<file path="config.mk">
export PLATFORM = sky130hd
export DESIGN_NAME = shift_iter_unit
export DESIGN_NICKNAME = d
export VERILOG_FILES = /design/src/rtl/shift_iter_unit.sv
export SDC_FILE = /design/constraint.sdc
export NUM_CORES = 1
export LEC_CHECK = 0
export CAP_MARGIN = 30
export CELL_PAD_IN_SITES_DETAIL_PLACEMENT = 1
export CELL_PAD_IN_SITES_GLOBAL_PLACEMENT = 1
export CORE_ASPECT_RATIO = 1.25
export CORE_MARGIN = 3
export CORE_UTILIZATION = 30
export DETAILED_ROUTE_END_ITERATION = 12
export PLACE_DENSITY_LB_ADDON = 0.1
export SYNTH_ARGS = -nofsm -noshare
export SYNTH_HDL_FRONTEND = slang
export SYNTH_SLANG_ARGS = --single-unit
</file>
<file path="constraint.sdc">
create_clock -name clk -period 8.6 [get_ports clk]
set_input_delay 1.72 -clock clk [delete_from_list [all_inputs] [get_ports clk]]
set_output_delay 1.72 -clock clk [all_outputs]
set_load 0.03 [all_outputs]
</file>
<file path="src/rtl/shift_iter_unit.sv">
// Iterative barrel shifter: one binary-weighted shift stage per clock (1, 2, 4, 8, 16).
// Fixed five-cycle run regardless of the amount, then a one-cycle done pulse.
module shift_iter_unit (
    input  logic        clk,
    input  logic        rst_n,
    input  logic        start,
    input  logic [1:0]  op,
    input  logic [31:0] data_in,
    input  logic [31:0] amt,
    output logic [31:0] result,
    output logic        busy,
    output logic        done
);

    typedef enum logic [1:0] {StIdle, StRun, StDone} state_e;

    state_e             state_q, state_d;
    logic [2:0]         cnt_q, cnt_d;
    logic [4:0]         amt_q, amt_d;
    logic [31:0]        work_q, work_d;
    logic               fill_q, fill_d;
    logic               right_q, right_d;
    logic [31:0]        result_q, result_d;

    logic [4:0]         step_sh;
    logic signed [32:0] ext_val;
    logic signed [32:0] right_val;
    logic [31:0]        left_val;
    logic [31:0]        step_val;
    logic               step_en;

    // Only the low five amount bits select a shift.
    logic unused_amt;
    assign unused_amt = ^amt[31:5];

    // Fill bit rides in bit 32 so an arithmetic shift replicates it into vacated positions.
    always_comb begin
        step_sh   = 5'd1 << cnt_q;
        ext_val   = {fill_q, work_q};
        right_val = ext_val >>> step_sh;
        left_val  = work_q << step_sh;
        step_en   = 1'b0;
        unique case (cnt_q)
            3'd0:    step_en = amt_q[0];
            3'd1:    step_en = amt_q[1];
            3'd2:    step_en = amt_q[2];
            3'd3:    step_en = amt_q[3];
            3'd4:    step_en = amt_q[4];
            default: step_en = 1'b0;
        endcase
        if (step_en) begin
            step_val = right_q ? right_val[31:0] : left_val;
        end else begin
            step_val = work_q;
        end
    end

    always_comb begin
        state_d  = state_q;
        cnt_d    = cnt_q;
        amt_d    = amt_q;
        work_d   = work_q;
        fill_d   = fill_q;
        right_d  = right_q;
        result_d = result_q;
        case (state_q)
            StIdle, StDone: begin
                if (start) begin
                    amt_d   = amt[4:0];
                    work_d  = data_in;
                    // op 10 is reserved and executes as a left shift.
                    right_d = op[0];
                    fill_d  = (op == 2'b11) & data_in[31];
                    cnt_d   = 3'd0;
                    state_d = StRun;
                end else begin
                    state_d = StIdle;
                end
            end
            StRun: begin
                work_d = step_val;
                if (cnt_q == 3'd4) begin
                    result_d = step_val;
                    cnt_d    = 3'd0;
                    state_d  = StDone;
                end else begin
                    cnt_d = cnt_q + 3'd1;
                end
            end
            default: state_d = StIdle;
        endcase
    end

    always_ff @(posedge clk or negedge rst_n) begin
        if (!rst_n) begin
            state_q  <= StIdle;
            cnt_q    <= 3'd0;
            amt_q    <= 5'd0;
            work_q   <= 32'h0000_0000;
            fill_q   <= 1'b0;
            right_q  <= 1'b0;
            result_q <= 32'h0000_0000;
        end else begin
            state_q  <= state_d;
            cnt_q    <= cnt_d;
            amt_q    <= amt_d;
            work_q   <= work_d;
            fill_q   <= fill_d;
            right_q  <= right_d;
            result_q <= result_d;
        end
    end

    assign result = result_q;
    assign busy   = (state_q == StRun);
    assign done   = (state_q == StDone);

endmodule
</file>
==> impl_metrics.toml, run 1 <==
[critical_path]
path_class = "flop to flop"
crit_family = "compound AO/OA/AOI/OAI gates"
crit_chain = "buf_4 > buf_4 > nand2b_1 > nor2_1 > a2111oi_2 > nor2_1 > a2111oi_4 > nand2_1 > a21oi_1"
cp.required_ps = 8870
crit_fanout = 45
cp-end-kind = "flop"
r2r_slack_ps = 4440
critPathBufInv = 2
ff2ff_path_depth = 9
cpPeakStageDelay_ps = 900
r2r-start = "cnt_q[2]"
startpoint_type = "flop"
worstPathArrival_ps = 4440
r2r_end = "result[9]"
crit_path_top_delay_cell = "a2111oi_2"

[drt]
drc = 0
ant_nets = 0
drt-vias-per-instance = 6.488
drt_iter0_drc = 843
wire_per_inst_um = 30.49
firstDrtPassIters = 5
vias = 9258
wl_um = 43510

[yosys]
syn_area_mm2 = 0.008354
synthFlopType = "dfrtp_1"
synthArstFlopShare_pct = 100.0
synth_edf_count = 0
synth_nets = 1163
synth_seq_area_share_pct = 22.76
ys_ff_latch = 76
yosysWarnings = 0
ys_types = 87
netlist_instances = 1089
syn_area_per_cell_um2 = 7.671

[placement]
port_buffers = 75
gp_congestion = 0.9540
dp_hpwl_um = 30970

[cells_and_area]
diodes = 0
multi_input_area_mm2 = 0.005751
drive_above_1_share_pct = 9.057
n_fill_cell = 3319
nets = 1151
area_growth_pct = 13.31
seqCellArea_mm2 = 0.001903

[global_route]
grt_usage_pct = 28.74
gr-total-overflow = 0
grt_pass1_wl_um = 64680
antenna_found_initial = 0
grt_pass1_vias = 9366
grt_max_degree = 66

[cts]
clkLatencyLatePin_ps = 350
cts_buffers = 9
ctsRootBufferMaster = "clkbuf_16"
cts_hold_buf = 0
clk_path_buf_depth = 2
post_cts.repair.setup_buffers = 0
post_cts_resize_count = 0
cts_tree = "done"
htree_levels = 3
clock_sinks = 76
cts.reportedPaths.clkPinSlew_ps = 70

[die]
io_pins = 103
coreArea_mm2 = 0.02716
die_w_um = 155.3
die_area_mm2 = 0.02990
die-height_um = 192.6
rows = 67
initial_utilization_pct = 30.76

[timing]
tns_ps = 0
finalSetupViolations = 0
rsz0062_at_grt = "false"
worst_pin_slew_ps = 954.6
skew_ps = 9.411
period_needed_ps = 4162
slew_violations = 0
max_slew_margin_pct = 36.24
fmax_mhz = 240.3
fin_crit_sh_pct = 48.40
final_hold_viol_count = 0

[hold_path]
hold_depth = 2
min_path_type = "flop to flop"
min_to = "amt_q[1]"
min_from = "amt_q[1]"

[flow_run]
max-cap-violations = 0

[status]
status = "finished clean"
-- worst max path at each step --
stage	startpoint	to	cells past startpoint
global placement	cnt_q[2]	result[9]	9
CTS	cnt_q[1]	result[26]	10
global route	cnt_q[2]	result[9]	9
finish	cnt_q[2]	result[9]	9
detailed placement	cnt_q[1]	result[26]	10
floorplan	state_q[1]	busy	4
-- per-stage QoR --
step / setup slack, ps / cells / hold WS, ps / area (um^2) / util (%)
6_report: 4438 / 1427 / 476.0 / 9467 / 34.85
3_3_place_gp: 4508 / 1411 / 463.1 / 9141 / 33.66
4_1_cts: 4477 / 1427 / 483.1 / 9467 / 34.85
5_1_grt: 4244 / 1427 / 502.4 / 9467 / 34.85
3_5_place_dp: 4496 / 1411 / 466.6 / 9141 / 33.66
2_1_floorplan: 5591 / 1089 / 444.6 / 8354 / -
-- cell usage after synthesis, types with 4 or more instances --
library cell	n	area [um^2]
a211o_1	5	43.79
nand4_1	6	37.54
buf_2	32	160.2
o21a_1	5	37.54
or3_1	6	37.54
nor3_1	13	65.06
mux2i_1	71	710.7
a21o_1	5	37.54
o22ai_1	27	168.9
nor3b_1	9	67.56
o211a_1	5	50.05
a2111oi_2	4	60.06
a2bb2oi_1	4	35.03
nand3_1	29	145.1
o211ai_1	11	82.58
o221ai_1	11	96.34
inv_1	12	45.04
nor2b_1	12	75.07
mux4_2	14	315.3
buf_4	5	37.54
ha_1	5	62.56
mux2_2	5	56.30
a22oi_1	54	405.4
and2_1	5	31.28
a31oi_1	9	56.30
nand2b_1	15	93.84
and3_1	14	87.58
buf_6	13	146.4
a22o_1	5	43.79
a311oi_1	4	35.03
o21ai_0	89	445.4
a211oi_1	15	112.6
clkbuf_1	74	277.8
o21ai_1	21	105.1
a21oi_1	79	395.4
nor2_1	86	322.8
o2111ai_1	8	70.07
o31ai_1	6	45.04
nand2_1	125	469.2
dfrtp_1	76	1902
a221oi_1	12	105.1
-- cell usage in the layout (no fill, tap or decap), types with 21 or more instances in the layout --
master,instances
o21ai_1,21
o21ai_0,88
mux2i_1,71
clkdlybuf4s50_1,74
a22oi_1,54
o22ai_1,27
nor2_1,86
nand2_1,125
dfrtp_1,75
a21oi_1,79
nand3_1,29
buf_4,34
-- final cells by class --
type	instances	share of cell area [%]
tap	345	4.560
timing repair buffer	108	10.52
multi-input combinational	866	60.75
clock buffer	11	2.564
clock inverter	5	0.8723
sequential	76	20.10
inverter	16	0.6344
-- routing by layer --
metal	vias up	global-route usage, %	part of all wire [%]
li1	4096	-	-
met1	4692	40.42	45
met2	395	44.89	45
met3	75	3.791	6.0
met4	0	11.05	4.0
met5	-	0	0
-- registers in the layout (all words and copies together), names as in the netlist --
signal and flops:
amt_q 5, cnt_q 3, fill_q 1, result 32, right_q 1, state_q 2, work_q 32
-- tightest hold or removal path: stages (launching register included) --
cell	delay [ps]
dfrtp_1	340
nand2_1	50
nand2_1	50
-- kinds of logic after synthesis --
logic type	Yosys count	share of synthesized area, %
AOI/OAI and AO/OA	424	34.61
adders and majority gates	5	0.7488
buffers and inverters	147	8.896
DFF	76	22.76
muxes	90	12.95
and+or+nand+nor	347	20.02
Power of run 1 is not shown: default switching activity piles up to over one toggle a cycle in this logic, so the estimate is an artifact.
==> run 2: changes to the inputs <==
Clock period 8.6 ns to 4.1 ns, I/O delays scaled along.
==> impl_metrics.toml, run 2 (synthesized netlist as in run 1, its figures left out) <==
[status]
status = "finished clean"

[critical_path]
crit_fanout = 34
startpoint_type = "flop"
r2r-start = "cnt_q[1]"
cp-end-kind = "flop"
worstPathArrival_ps = 3730
r2r_end = "result[26]"
crit_start = "cnt_q[1]"
cp.required_ps = 4330
ff2ff_path_depth = 12
path_class = "flop to flop"
r2r_slack_ps = 600

[hold_path]
min_to = "result[26]"
hold_depth = 1
min_path_type = "flop to flop"
min_from = "result[26]"

[drt]
vias = 9547
wl_um = 44490
wire_per_inst_um = 30.19
drt_iter0_drc = 802
drc = 0
ant_nets = 0
firstDrtPassIters = 5
drt-vias-per-instance = 6.477

[timing]
skew_ps = 8.956
period_needed_ps = 3499
fmax_mhz = 285.8
finalSetupViolations = 0
max_slew_margin_pct = 36.50
fin_crit_sh_pct = 85.33
tns_ps = 0
rsz0062_at_grt = "false"
final_hold_viol_count = 0
fin_hold_ws_ps = 488.4
fin_ws_ps = 601.3
worst_pin_slew_ps = 948.4
slew_violations = 0

[cts]
cts_tree = "done"
cts_hold_buf = 0
clock_sinks = 76
post_cts.repair.setup_buffers = 0
post_cts_resize_count = 0
ctsRootBufferMaster = "clkbuf_16"
cts.reportedPaths.clkPinSlew_ps = 60
clkLatencyLatePin_ps = 340
cts_buffers = 9
clk_path_buf_depth = 2
htree_levels = 3

[global_route]
grt_pass1_vias = 9710
gr-total-overflow = 0
grt_max_degree = 65
grt_pass1_wl_um = 65870
grt_usage_pct = 29.38
antenna_found_initial = 0

[placement]
preCtsSetupSlack_ps = 651.9
port_buffers = 75
gp_congestion = 0.9771
dp_cells = 1458
dp_hpwl_um = 33290

[cells_and_area]
n_fill_cell = 3315
finalNonFillerCells = 1474
mostFrequentLayoutCells = "nand2_1 (125), o21ai_0 (88), nor2_1 (86)"
area_growth_pct = 18.44
layout_commonest_cell = "nand2_1"
drive_above_1_share_pct = 12.84
nets = 1198
diodes = 0

[die]
die_w_um = 155.3
die-height_um = 192.6
initial_utilization_pct = 30.76
rows = 67
coreArea_mm2 = 0.02716
io_pins = 103
die_area_mm2 = 0.02990

[flow_run]
max-cap-violations = 0
[run 2: cell type report]
| type | instances | area (um^2) | share of cell area (%) |
|---|---|---|---|
| clock buffers | 11 | 252.7 | 2.554 |
| clock inverters | 5 | 82.58 | 0.8346 |
| inverters | 16 | 60.06 | 0.6070 |
| multi-input cells | 866 | 5748 | 58.09 |
| flip-flops and latches | 76 | 1903 | 19.23 |
| well taps | 345 | 431.7 | 4.363 |
| repair buffers | 155 | 1416 | 14.31 |
[run 2: how the worst max path moves through the flow]
stage               cells past startpoint    endpoint
floorplan                              12  work_q[10]
global placement                       12  result[26]
detailed placement                     12  result[26]
CTS                                    12  result[26]
global route                           12  result[26]
finish                                 12  result[26]
[run 2: routing by layer]
layer,vias up,track usage (%),share of wire (%)
li1,4185,-,-
met1,4839,39.23,43
met2,421,46.00,45
met3,102,5.271,6.4
met4,0,13.98,5.2
met5,-,0,0
[run 2: worst max-delay path: stages, from the launching register on]
cell	delay [ps]
dfrtp_1	410
inv_1	150
ha_4	480
and2b_1	190
buf_4	310
buf_4	280
mux4_2	560
nand3_1	100
o2111ai_1	130
a211oi_1	290
buf_4	190
a21oi_1	80
a21o_1	180
[run 2: per-stage QoR]
step           instance area, um^2  utilization (%)
2_1_floorplan                 8354                -
3_3_place_gp                  9539            35.12
3_5_place_dp                  9559            35.19
4_1_cts                       9894            36.43
5_1_grt                       9894            36.43
6_report                      9894            36.43
Power of run 2 is left out for the same reason.
